==> src/rtl/matrix_scanner.sv <==
`default_nettype none
// +--------------------------------------------------------------------------+
// | matrix_scanner : column-multiplexed 5x7 LED driver with a double-buffered |
// | frame; new frames swap in only on the column wrap. Revision: 1.0          |
// +--------------------------------------------------------------------------+
module matrix_scanner #(
   parameter int COLS = 5,
   parameter int ROWS = 7
) (
   input  logic                 clk,
   input  logic                 rst_n,
   input  logic                 tick_in,
   input  logic                 enable,
   input  logic                 load_valid,
   input  logic [COLS*ROWS-1:0] load_data,
   output logic                 load_ready,
   output logic [COLS-1:0]      col_n,
   output logic [ROWS-1:0]      row_out,
   output logic                 frame_done
);

   localparam int            IW         = (COLS > 1) ? $clog2(COLS) : 1;
   localparam logic [IW-1:0] C_LAST_IDX = IW'(COLS - 1);

   typedef enum logic [1:0] {
      ST_IDLE  = 2'd0,
      ST_BLANK = 2'd1,
      ST_DRIVE = 2'd2
   } state_t;

   logic                 s1_q, s2_q, s3_q;
   logic                 w_step;
   logic                 w_advance, w_wrap, w_accept;

   state_t               state_q, state_d;
   logic [IW-1:0]        idx_q, idx_d;
   logic [COLS*ROWS-1:0] active_q, active_d;
   logic [COLS*ROWS-1:0] shadow_q, shadow_d;
   logic                 pending_q, pending_d;
   logic                 load_ready_q, load_ready_d;
   logic [COLS-1:0]      col_n_q, col_n_d;
   logic [ROWS-1:0]      row_out_q, row_out_d;
   logic                 frame_done_q, frame_done_d;

   // tick_in is asynchronous: two flops to synchronise, a third to find its rising edge
   always_ff @(posedge clk or negedge rst_n) begin
      if (!rst_n) begin
         s1_q <= 1'b0;
         s2_q <= 1'b0;
         s3_q <= 1'b0;
      end else begin
         s1_q <= tick_in;
         s2_q <= s1_q;
         s3_q <= s2_q;
      end
   end

   assign w_step = s2_q & ~s3_q;

   always_comb begin
      state_d   = state_q;
      idx_d     = idx_q;
      active_d  = active_q;
      shadow_d  = shadow_q;
      pending_d = pending_q;
      w_advance = 1'b0;

      unique case (state_q)
         ST_IDLE: begin
            if (w_step && enable) begin
               state_d   = ST_BLANK;
               w_advance = 1'b1;
            end
         end
         ST_BLANK: begin
            state_d = enable ? ST_DRIVE : ST_IDLE;
         end
         ST_DRIVE: begin
            if (!enable) begin
               state_d = ST_IDLE;
            end else if (w_step) begin
               state_d   = ST_BLANK;
               w_advance = 1'b1;
            end
         end
         default: state_d = ST_IDLE;
      endcase

      w_wrap = w_advance && (idx_q == C_LAST_IDX);
      if (w_advance) begin
         idx_d = w_wrap ? '0 : idx_q + 1'b1;
      end

      // An accept needs pending low, so it can never coincide with a swap
      w_accept = load_valid && load_ready_q;
      if (w_accept) begin
         shadow_d  = load_data;
         pending_d = 1'b1;
      end else if (w_wrap && pending_q) begin
         active_d  = shadow_q;
         pending_d = 1'b0;
      end

      load_ready_d = ~pending_d;
      frame_done_d = w_wrap;

      // Outputs are built from next-state values so they can be registered
      col_n_d   = '1;
      row_out_d = '0;
      if (state_d == ST_DRIVE) begin
         for (int c = 0; c < COLS; c++) begin
            if (idx_d == IW'(c)) begin
               col_n_d[c] = 1'b0;
               row_out_d  = active_d[c*ROWS +: ROWS];
            end
         end
      end
   end

   always_ff @(posedge clk or negedge rst_n) begin
      if (!rst_n) begin
         state_q      <= ST_IDLE;
         idx_q        <= C_LAST_IDX;
         active_q     <= '0;
         shadow_q     <= '0;
         pending_q    <= 1'b0;
         load_ready_q <= 1'b1;
         col_n_q      <= '1;
         row_out_q    <= '0;
         frame_done_q <= 1'b0;
      end else begin
         state_q      <= state_d;
         idx_q        <= idx_d;
         active_q     <= active_d;
         shadow_q     <= shadow_d;
         pending_q    <= pending_d;
         load_ready_q <= load_ready_d;
         col_n_q      <= col_n_d;
         row_out_q    <= row_out_d;
         frame_done_q <= frame_done_d;
      end
   end

   assign load_ready = load_ready_q;
   assign col_n      = col_n_q;
   assign row_out    = row_out_q;
   assign frame_done = frame_done_q;

endmodule
`default_nettype wire

==> config.mk <==
export PLATFORM = sky130hd
export DESIGN_NAME = matrix_scanner
export DESIGN_NICKNAME = d
export VERILOG_FILES = /design/src/rtl/matrix_scanner.sv
export SDC_FILE = /design/constraint.sdc
export NUM_CORES = 1
export LEC_CHECK = 0
export BUFFER_PORTS_ARGS = -buffer_cell sky130_fd_sc_hd__buf_4
export CORE_ASPECT_RATIO = 1.5
export CORE_UTILIZATION = 45
export CTS_CLUSTER_DIAMETER = 150
export DETAILED_ROUTE_END_ITERATION = 8
export PLACE_DENSITY = 0.7
export SYNTH_ARGS = -nofsm -noshare
export SYNTH_HDL_FRONTEND = slang
export SYNTH_SLANG_ARGS = --single-unit
export TNS_END_PERCENT = 10
==> constraint.sdc <==
create_clock -name clk -period 2.9 [get_ports clk]
set_clock_uncertainty 0.05 [all_clocks]
set_input_delay 0.29 -clock clk [delete_from_list [all_inputs] [get_ports clk]]
set_output_delay 0.29 -clock clk [all_outputs]
set_load 0.005 [all_outputs]
==> results by stage, run 1 <==
Status:
- The flow ran to the end, and the final reports show no timing, DRC or antenna violations.

Hold path:
- The path class of the tightest hold or removal check is input pin to flip-flop.

Global route:
- The number of global-route vias before repair was 2452.
- The first global-routing pass estimated 12000 um of wire.
- Entering global routing, the biggest net connects 54 pins.
- The overall overflow remaining after global route is 0.
- The total global routing track utilization is 18.1%.
- The number of antenna violations at the first check in global routing is 0.

Timing:
- For the finished layout, the period the worst path requires is 2.61 ns.
- The worst pin sits at a relative slew slack of 54.3%.
- At the pin with the least slew margin, the transition time is 0.686 ns.
- The maximum clock frequency is 384 MHz.
- The number of hold violations in the final report is 0.
- Summed over all failing endpoints, the final setup total negative slack is 0 ns.
- Setup repair after global routing left no endpoint under its margin.
- The worst hold-check slack is 0.126 ns.
- The worst path uses 89.9% of the clock period.
- The final max-slew violation count is 0.
- The setup violation total in the final timing report is 0.

Synthesis:
- The number of synthesized flops with an enable pin is 0.
- The cell area that synthesis handed to floorplanning was 3810 um^2.
- The total number of yosys warnings is 0.
- The sequential element share of the synthesized area is 61.3%.
- The synthesized area divided by synthesized cell count is 13.9 um^2.
- After synthesis, the cell types taking the most area are sky130_fd_sc_hd__dfrtp_1 (56%), sky130_fd_sc_hd__mux2_2 (13%), sky130_fd_sc_hd__mux2i_1 (5.8%).
- In the synthesized netlist the async set-or-reset flop fraction comes to 100%.
- The number of synthesized register bits is 93.
- Summed over its instances, the top area cell type makes up 56.4% of the synthesized netlist area.
- After synthesis, the most frequently instantiated cells are sky130_fd_sc_hd__dfrtp_1 (86), sky130_fd_sc_hd__mux2_2 (45), sky130_fd_sc_hd__mux2i_1 (22).
- The cell taking the most area after synthesis is sky130_fd_sc_hd__dfrtp_1.
- The count of mapped cells out of synthesis is 275.
- In the post-synthesis netlist, the cell with the most instances is sky130_fd_sc_hd__dfrtp_1.
- The commonest register cell after synthesis is sky130_fd_sc_hd__dfrtp_1.
- Synthesis produced a netlist with a net count of 317.
- The number of different library cells in the post-synthesis netlist is 38.

Clock network:
- The TritonCTS buffer count is 9.
- The TritonCTS clock tree is done.
- The maximum level of the CTS H-tree is 3.
- Clock tree synthesis found a total of 93 sinks.
- The later pin in the worst-skew pair is clocked with a latency of 0.34 ns.
- The register clock-pin slew on the reported worst setup and hold paths is 0.06 ns.
- The post-CTS repair timing setup buffer count is 0.
- The clock tree root driver cell is sky130_fd_sc_hd__clkbuf_16.
- The number of buffers between clock root and the deepest sink is 2.

Power:
- IR analysis of the VDD net gives a maximum drop of 0.000483 V.
- The reported leakage power is 0.00237 uW.
- For this design the ratio of total power to cell area is 964 nW/um^2.

Finish:
- The antenna diode instance count is 0.
- The area growth from synthesis to layout is 22.0%.
- The final-stage net count is 376.
- The layout cell share with drive strength beyond 1 is 38.9%.
- Cells fill 57.4% of the core in the end.

Critical path:
- The critical setup path kind is flip-flop to flip-flop.
- The required time reported for the critical path endpoint is 3.08 ns.
- STA classifies the critical path startpoint as a flip-flop.
- The slowest stage of the critical path belongs to the cell sky130_fd_sc_hd__nand4b_4.
- The kind of cell with the highest combined delay along the critical path is simple AND/OR/NAND/NOR gates.
- The number of buffer and inverter stages on the critical path is 1.
- The signal on the critical path passes through inv_1, ha_1, nand2_1, nand4b_4, mux2i_1, o22ai_1, a221o_1.
- The largest fanout of any net on the critical path is 24.
- The arrival time of the worst setup path is 2.78 ns.
- The largest single stage delay on the critical path is 0.53 ns.
- The kind of capture point of the worst setup path is a flip-flop.

Drt:
- The count of antenna-violating nets left after detailed routing is 0.
- For this run, design rule violations remaining after detail routing come to 0.
- The detailed router placed 2291 vias in this run.
- The average routed wire per standard cell is 16.2 um.
- The post-detailed-route via-to-cell ratio is 5.16.
- The total iterations of the first detailed-routing run is 4.
- The first-iteration detailed-routing DRC count is 134.
- The sum of routed wire length over all layers is 7200 um.

Die:
- The cell row count is 40.
- The floorplan step set the die width to 77.2 um.
- The core region is 8110 um^2.
- The die area is 8850 um^2.
- The total I/O pin count is 54.
- The effective utilization at floorplan is 47.0%.
- The height of the chip is 115 um.

Job:
- The max-cap violation count is 0.

Placed design:
- The final HPWL from detailed placement is 4970 um.
- The count of input and output buffers is 53.
- The routability congestion estimate is 0.884.
final timing paths:
path                                from            to  slack, ns  cells after the start
min in group asynchronous          rst_n  active_q[10]       0.49                      2
max in group asynchronous          rst_n  active_q[19]       1.66                      3
setup reg to reg                idx_q[0]    row_out[1]       0.29                      7
hold / removal             load_data[23]  shadow_q[23]       0.13                      2
setup / recovery                idx_q[0]    row_out[1]       0.29                      7
hold reg to reg                     s1_q          s2_q       0.31                      0
through the flow:
step           worst slack [ns]  area [um^2]  total power [uW]  cells
2_1_floorplan             0.697         3810              2930    275
3_3_place_gp              0.411         4320              3250    426
3_5_place_dp              0.320         4320              3310    426
4_1_cts                   0.288         4650              4530    444
5_1_grt                   0.162         4650              4750    444
6_report                  0.293         4650              4490    444
routing by layer:
metal  global-route usage (%)  vias up  part of all wire (%)
li1                         -     1078                     -
met3                     3.81       17                   3.1
met4                     10.4        0                   3.1
met1                     20.6     1147                    40
met2                     31.6       49                    53
met5                        0        -                     0
power by group:
group          switching, uW  internal, uW
Combinational            542           610
Clock                    481           714
Sequential               302          1840
Total                   1330          3160
flip-flops by register name (all words and copies together) (netlist names):
register,cells
pending_q,1
s1_q,1
state_q,2
shadow_q,35
col_n,5
active_q,35
s2_q,1
load_ready,1
idx_q,3
row_out,7
s3_q,1
frame_done,1
logic make-up (layout without fill, tap and decap cells):
| kind of cell | count (synthesis) | count (layout) | synth area share (%) |
|---|---|---|---|
| AO/OA/AOI/OAI | 30 | 30 | 5.61 |
| adder cells (fa/ha/maj) | 2 | 2 | 0.656 |
| buffers and inverters | 34 | 98 | 4.00 |
| flip-flops | 93 | 93 | 61.3 |
| multiplexers | 79 | 79 | 22.9 |
| AND/OR/NAND/NOR | 37 | 37 | 5.58 |
repair_timing:
item | in CTS | in global routing
hold endpoints to repair | 46 | 0
hold buffers | 2 | 0
resized for setup | 0 | 0
area by class of cell:
| class | count | area (um^2) |
|---|---|---|
| tap | 105 | 131 |
| inverter | 22 | 82.6 |
| fill | 688 | 3450 |
| timing repair buffer | 60 | 468 |
| clock inverter | 5 | 58.8 |
| multi-input combinational | 148 | 1330 |
| clock buffer | 11 | 253 |
| sequential | 93 | 2340 |
placed cells by master, fill, tap and decap left out, drive strengths merged:
cell and instances:
bufinv 1, nand4b 1, ha 2, clkbuf 11, o21bai 1, nand2 7
o31ai 1, a221o 7, or3 1, clkinv 2, a31oi 1, dfrtp 86
nor3 1, o22ai 7, a21oi 6, nand4 1, dlygate4sd3 2, nor3b 1
clkinvlp 2, a21boi 1, nor2 10, nor4b 1, dfstp 7, o21ai 5
nand2b 4, nand3 4, mux2 56, nor4 1, or2 1, buf 58
nor2b 3, mux2i 23, inv 22, o32a 1, and4bb 1
Power figures use the tool's default switching activity.
==> run 2, diff against run 1 <==
--- a/config.mk
+++ b/config.mk
@@ -5,11 +5,13 @@
 export SDC_FILE = /design/constraint.sdc
 export NUM_CORES = 1
 export LEC_CHECK = 0
+export ABC_AREA = 1
 export BUFFER_PORTS_ARGS = -buffer_cell sky130_fd_sc_hd__buf_4
 export CORE_ASPECT_RATIO = 1.5
 export CORE_UTILIZATION = 45
 export CTS_CLUSTER_DIAMETER = 150
 export DETAILED_ROUTE_END_ITERATION = 8
+export GPL_TIMING_DRIVEN = 0
 export PLACE_DENSITY = 0.7
 export SYNTH_ARGS = -nofsm -noshare
 export SYNTH_HDL_FRONTEND = slang
==> results by stage, run 2 <==
Clock network:
- The TritonCTS clock tree is done.
- For the worst-skew pair, the clock arrives at the later sink with an insertion delay of 0.33 ns.
- The number of clock sinks seen by CTS is 93.
- The H-tree was split into 3 levels.
- After clock tree synthesis, the clock-pin slew on the worst setup and hold paths is 0.06 ns.
- Once the clock tree was built, the resizer swapped 0 gates to a different size.
- No sink is reached through more buffers than the 2 on the longest clock path.
- The number of clock buffers added by TritonCTS is 9.
- The clock tree root driver cell is sky130_fd_sc_hd__clkbuf_16.

Die:
- The floorplan step set the die width to 79.3 um.
- The die covers 9350 um^2.
- The effective utilization at floorplan is 47.1%.
- The cell row count is 41.
- The region available for standard cell placement spans 8570 um^2.
- The die is 118 um tall.
- For this design the top-level I/O count stands at 54.

Synthesis:
- sky130_fd_sc_hd__dfrtp_1 is the most common cell in the netlist.
- The number of synthesized flops with an enable pin is 0.
- For this run, the leading register cell type out of synthesis is sky130_fd_sc_hd__dfrtp_1.
- The total number of yosys warnings is 0.
- The number of synthesized register bits is 93.
- The cell taking the most area after synthesis is sky130_fd_sc_hd__dfrtp_1.
- Sorting the synthesized cells by how often they occur yields sky130_fd_sc_hd__dfrtp_1 (86), sky130_fd_sc_hd__nand2_1 (82), sky130_fd_sc_hd__inv_1 (78).
- The portion of synthesized cell area occupied by the leading cell type is 53.4%.
- The synthesized netlist occupies a cell area of 4030 um^2.
- The number of different library cells in the post-synthesis netlist is 26.
- The share of synthesized registers carrying an async set or reset is 100%.
- The net count after synthesis is 459.
- After synthesis, the cell types taking the most area are sky130_fd_sc_hd__dfrtp_1 (53%), sky130_fd_sc_hd__nand2_1 (7.6%), sky130_fd_sc_hd__mux2_2 (7.5%).
- The sequential element share of the synthesized area is 57.9%.
- After synthesis, the mean cell area works out to 9.67 um^2.
- The count of mapped cells out of synthesis is 417.

Global route:
- The number of global-route vias before repair is 2859.
- The overall overflow remaining after global route is 0.
- Entering global routing, the biggest net connects 94 pins.
- The first-pass GRT wire length is 13300 um.
- Global routing consumed, over all layers together, 18.8% of the routing resources.
- The number of antenna violations at the first check in global routing was 0.

Placed design:
- Detailed placement finished with a half-perimeter wire length of 5570 um.
- Buffers placed on the I/O ports in this run total 53.
- Routability-driven placement finished with a final weighted congestion of 0.829.

Finish:
- The number of antenna diodes in the final layout is 0.
- After filler insertion, the fill cell instance count of the layout stands at 761.
- In the layout the commonest cells are sky130_fd_sc_hd__dfrtp_1 (86), sky130_fd_sc_hd__nand2_1 (82), sky130_fd_sc_hd__inv_1 (78).
- Cells fill 56.4% of the core in the end.
- Leaving out fill and tap cells, the most frequent cell in the layout is sky130_fd_sc_hd__dfrtp_1.
- Registers take 2340 um^2.
- The area used by multi-input combinational logic is 1270 um^2.
- Of the cells placed in the final design, the portion with a size suffix greater than 1 is 28.3%.
- The layout overhead on the synthesized area is 19.9%.
- At the end of the flow, the number of nets in the layout was 524.

Drt:
- The number of remaining DRC errors is 0.
- Summing over every cut layer, the via total after detailed routing is 2745.
- Wires add up to 7690 um.
- Dividing the detail-routed wire length by the instance count gives 12.9 um.
- The post-detailed-route via-to-cell ratio is 4.62.
- The count of nets left with antenna violations once routing finished came out at 0.
- The first routing iteration left 158 violations.
- The first detailed-routing pass took 4 iterations.

Critical path:
- The critical setup path kind is flip-flop to flip-flop.
- The reg-to-reg startpoint is idx_q[0].
- In this run the worst setup path begins at idx_q[0].
- The largest fanout of any net on the critical path is 8.
- STA puts the critical path data required time at 3.10 ns.
- The worst setup path is launched from a flip-flop.
- The arrival time of the worst setup path is 2.16 ns.
- The worst setup path is captured at a flip-flop.

Status:
- The run finished with clean final reports.

Timing:
- Setup violations remaining at the end of the flow were counted as 0.
- The minimum clock period after layout is 1.96 ns.
- The final max-slew violation count is 0.
- The share of the cycle needed by the critical path after routing is 67.6%.
- The worst pin sits at a relative slew slack of 23.6%.
- Derived from the worst setup path, the maximum achievable clock frequency is 510 MHz.
- For the pin with the worst max-slew slack, the measured transition is 1.15 ns.
- The number of hold violations in the final report is 0.
- The total negative slack for setup checks is 0 ns.
- Setup repair after global routing left no endpoint under its margin.

Hold path:
- The tightest min-delay check is of the input pin to asynchronous set/reset pin type.

Power:
- The post-route total power is 4170 uW.
- The total power divided by cell area is 862 nW/um^2.
- The worst-case IR drop observed on VDD is 0.000377 V.
- The analysis attributes to cell leakage a power of 0.00246 uW.

Job:
- Across the run, the number of max-cap violations was 0.
[run 2: cell count changes in the layout (fill, tap and decap cells not counted), moves of 16 or more]
cell	change
sky130_fd_sc_hd__inv_1	+57
sky130_fd_sc_hd__mux2_2	-18
sky130_fd_sc_hd__mux2i_1	-22
sky130_fd_sc_hd__nand2_1	+76
sky130_fd_sc_hd__o21ai_0	+16
sky130_fd_sc_hd__o21ai_1	+17
[run 2: cell families after synthesis]
logic type / count (synthesis) / synth area share (%)
adder cells (fa/ha/maj): 2 / 0.621
flip-flops: 93 / 57.9
buffers and inverters: 103 / 10.5
multiplexers: 27 / 7.54
AO/OA/AOI/OAI: 58 / 7.82
AND/OR/NAND/NOR: 134 / 15.6
[run 2: cell type report]
| cell class | count | area share (%) |
|---|---|---|
| flip-flops and latches | 93 | 48.3 |
| multi-input cells | 221 | 26.3 |
| repair buffers | 54 | 8.44 |
| inverters | 92 | 7.14 |
| clock buffers | 16 | 5.41 |
| well taps | 107 | 2.77 |
| plain buffers | 11 | 1.58 |
[run 2: power by group]
part,internal (uW),switching (uW)
combinational,514,707
sequential,1730,176
clock,607,439
[run 2: what timing repair did]
action,CTS,global route
hold buffers,0,1
endpoints found under the hold margin,0,1
setup endpoints to repair,0,0
buffers inserted,0,0
[run 2: worst paths after layout]
path / slack (ns) / endpoint / cells after the start
setup / recovery: 0.94 / row_out[4] / 12
hold / removal: 0.11 / shadow_q[5] / 1
setup reg to reg: 0.94 / row_out[4] / 12
hold reg to reg: 0.30 / s2_q / 0
max in group asynchronous: 1.94 / state_q[1] / 1
min in group clk: 0.13 / shadow_q[1] / 2
[run 2: per-stage QoR]
| stage | cell area [um^2] | std cells | setup slack, ns | hold slack [ns] |
|---|---|---|---|---|
| after global placement | 4560 | 577 | 0.991 | 0.289 |
| final | 4830 | 594 | 0.940 | 0.108 |
| after detailed placement | 4560 | 577 | 0.958 | 0.286 |
| after floorplan | 4030 | 417 | 1.24 | -0.0556 |
| after CTS | 4820 | 593 | 0.924 | 0.00409 |
| after global routing | 4830 | 594 | 0.755 | 0.121 |
[run 2: critical path, stage by stage, from the launching register on]
cell and delay, ns:
sky130_fd_sc_hd__dfrtp_1 0.38, sky130_fd_sc_hd__inv_1 0.09, sky130_fd_sc_hd__ha_1 0.17, sky130_fd_sc_hd__nand2_2 0.10, sky130_fd_sc_hd__nand2_1 0.08, sky130_fd_sc_hd__nand3_1 0.08
sky130_fd_sc_hd__nand2_2 0.12, sky130_fd_sc_hd__inv_2 0.07, sky130_fd_sc_hd__nor3_4 0.33, sky130_fd_sc_hd__nand2_1 0.09, sky130_fd_sc_hd__nand3_1 0.11, sky130_fd_sc_hd__nor2_1 0.05
sky130_fd_sc_hd__nor2_1 0.14
[run 2: per-layer routing]
layer | vias to the layer above | wire (um) | track usage [%]
li1 | 1402 | - | -
met1 | 1292 | 3200 | 22.2
met2 | 42 | 4110 | 32.5
met3 | 9 | 236 | 3.95
met4 | 0 | 143 | 7.84
met5 | - | 0 | 0
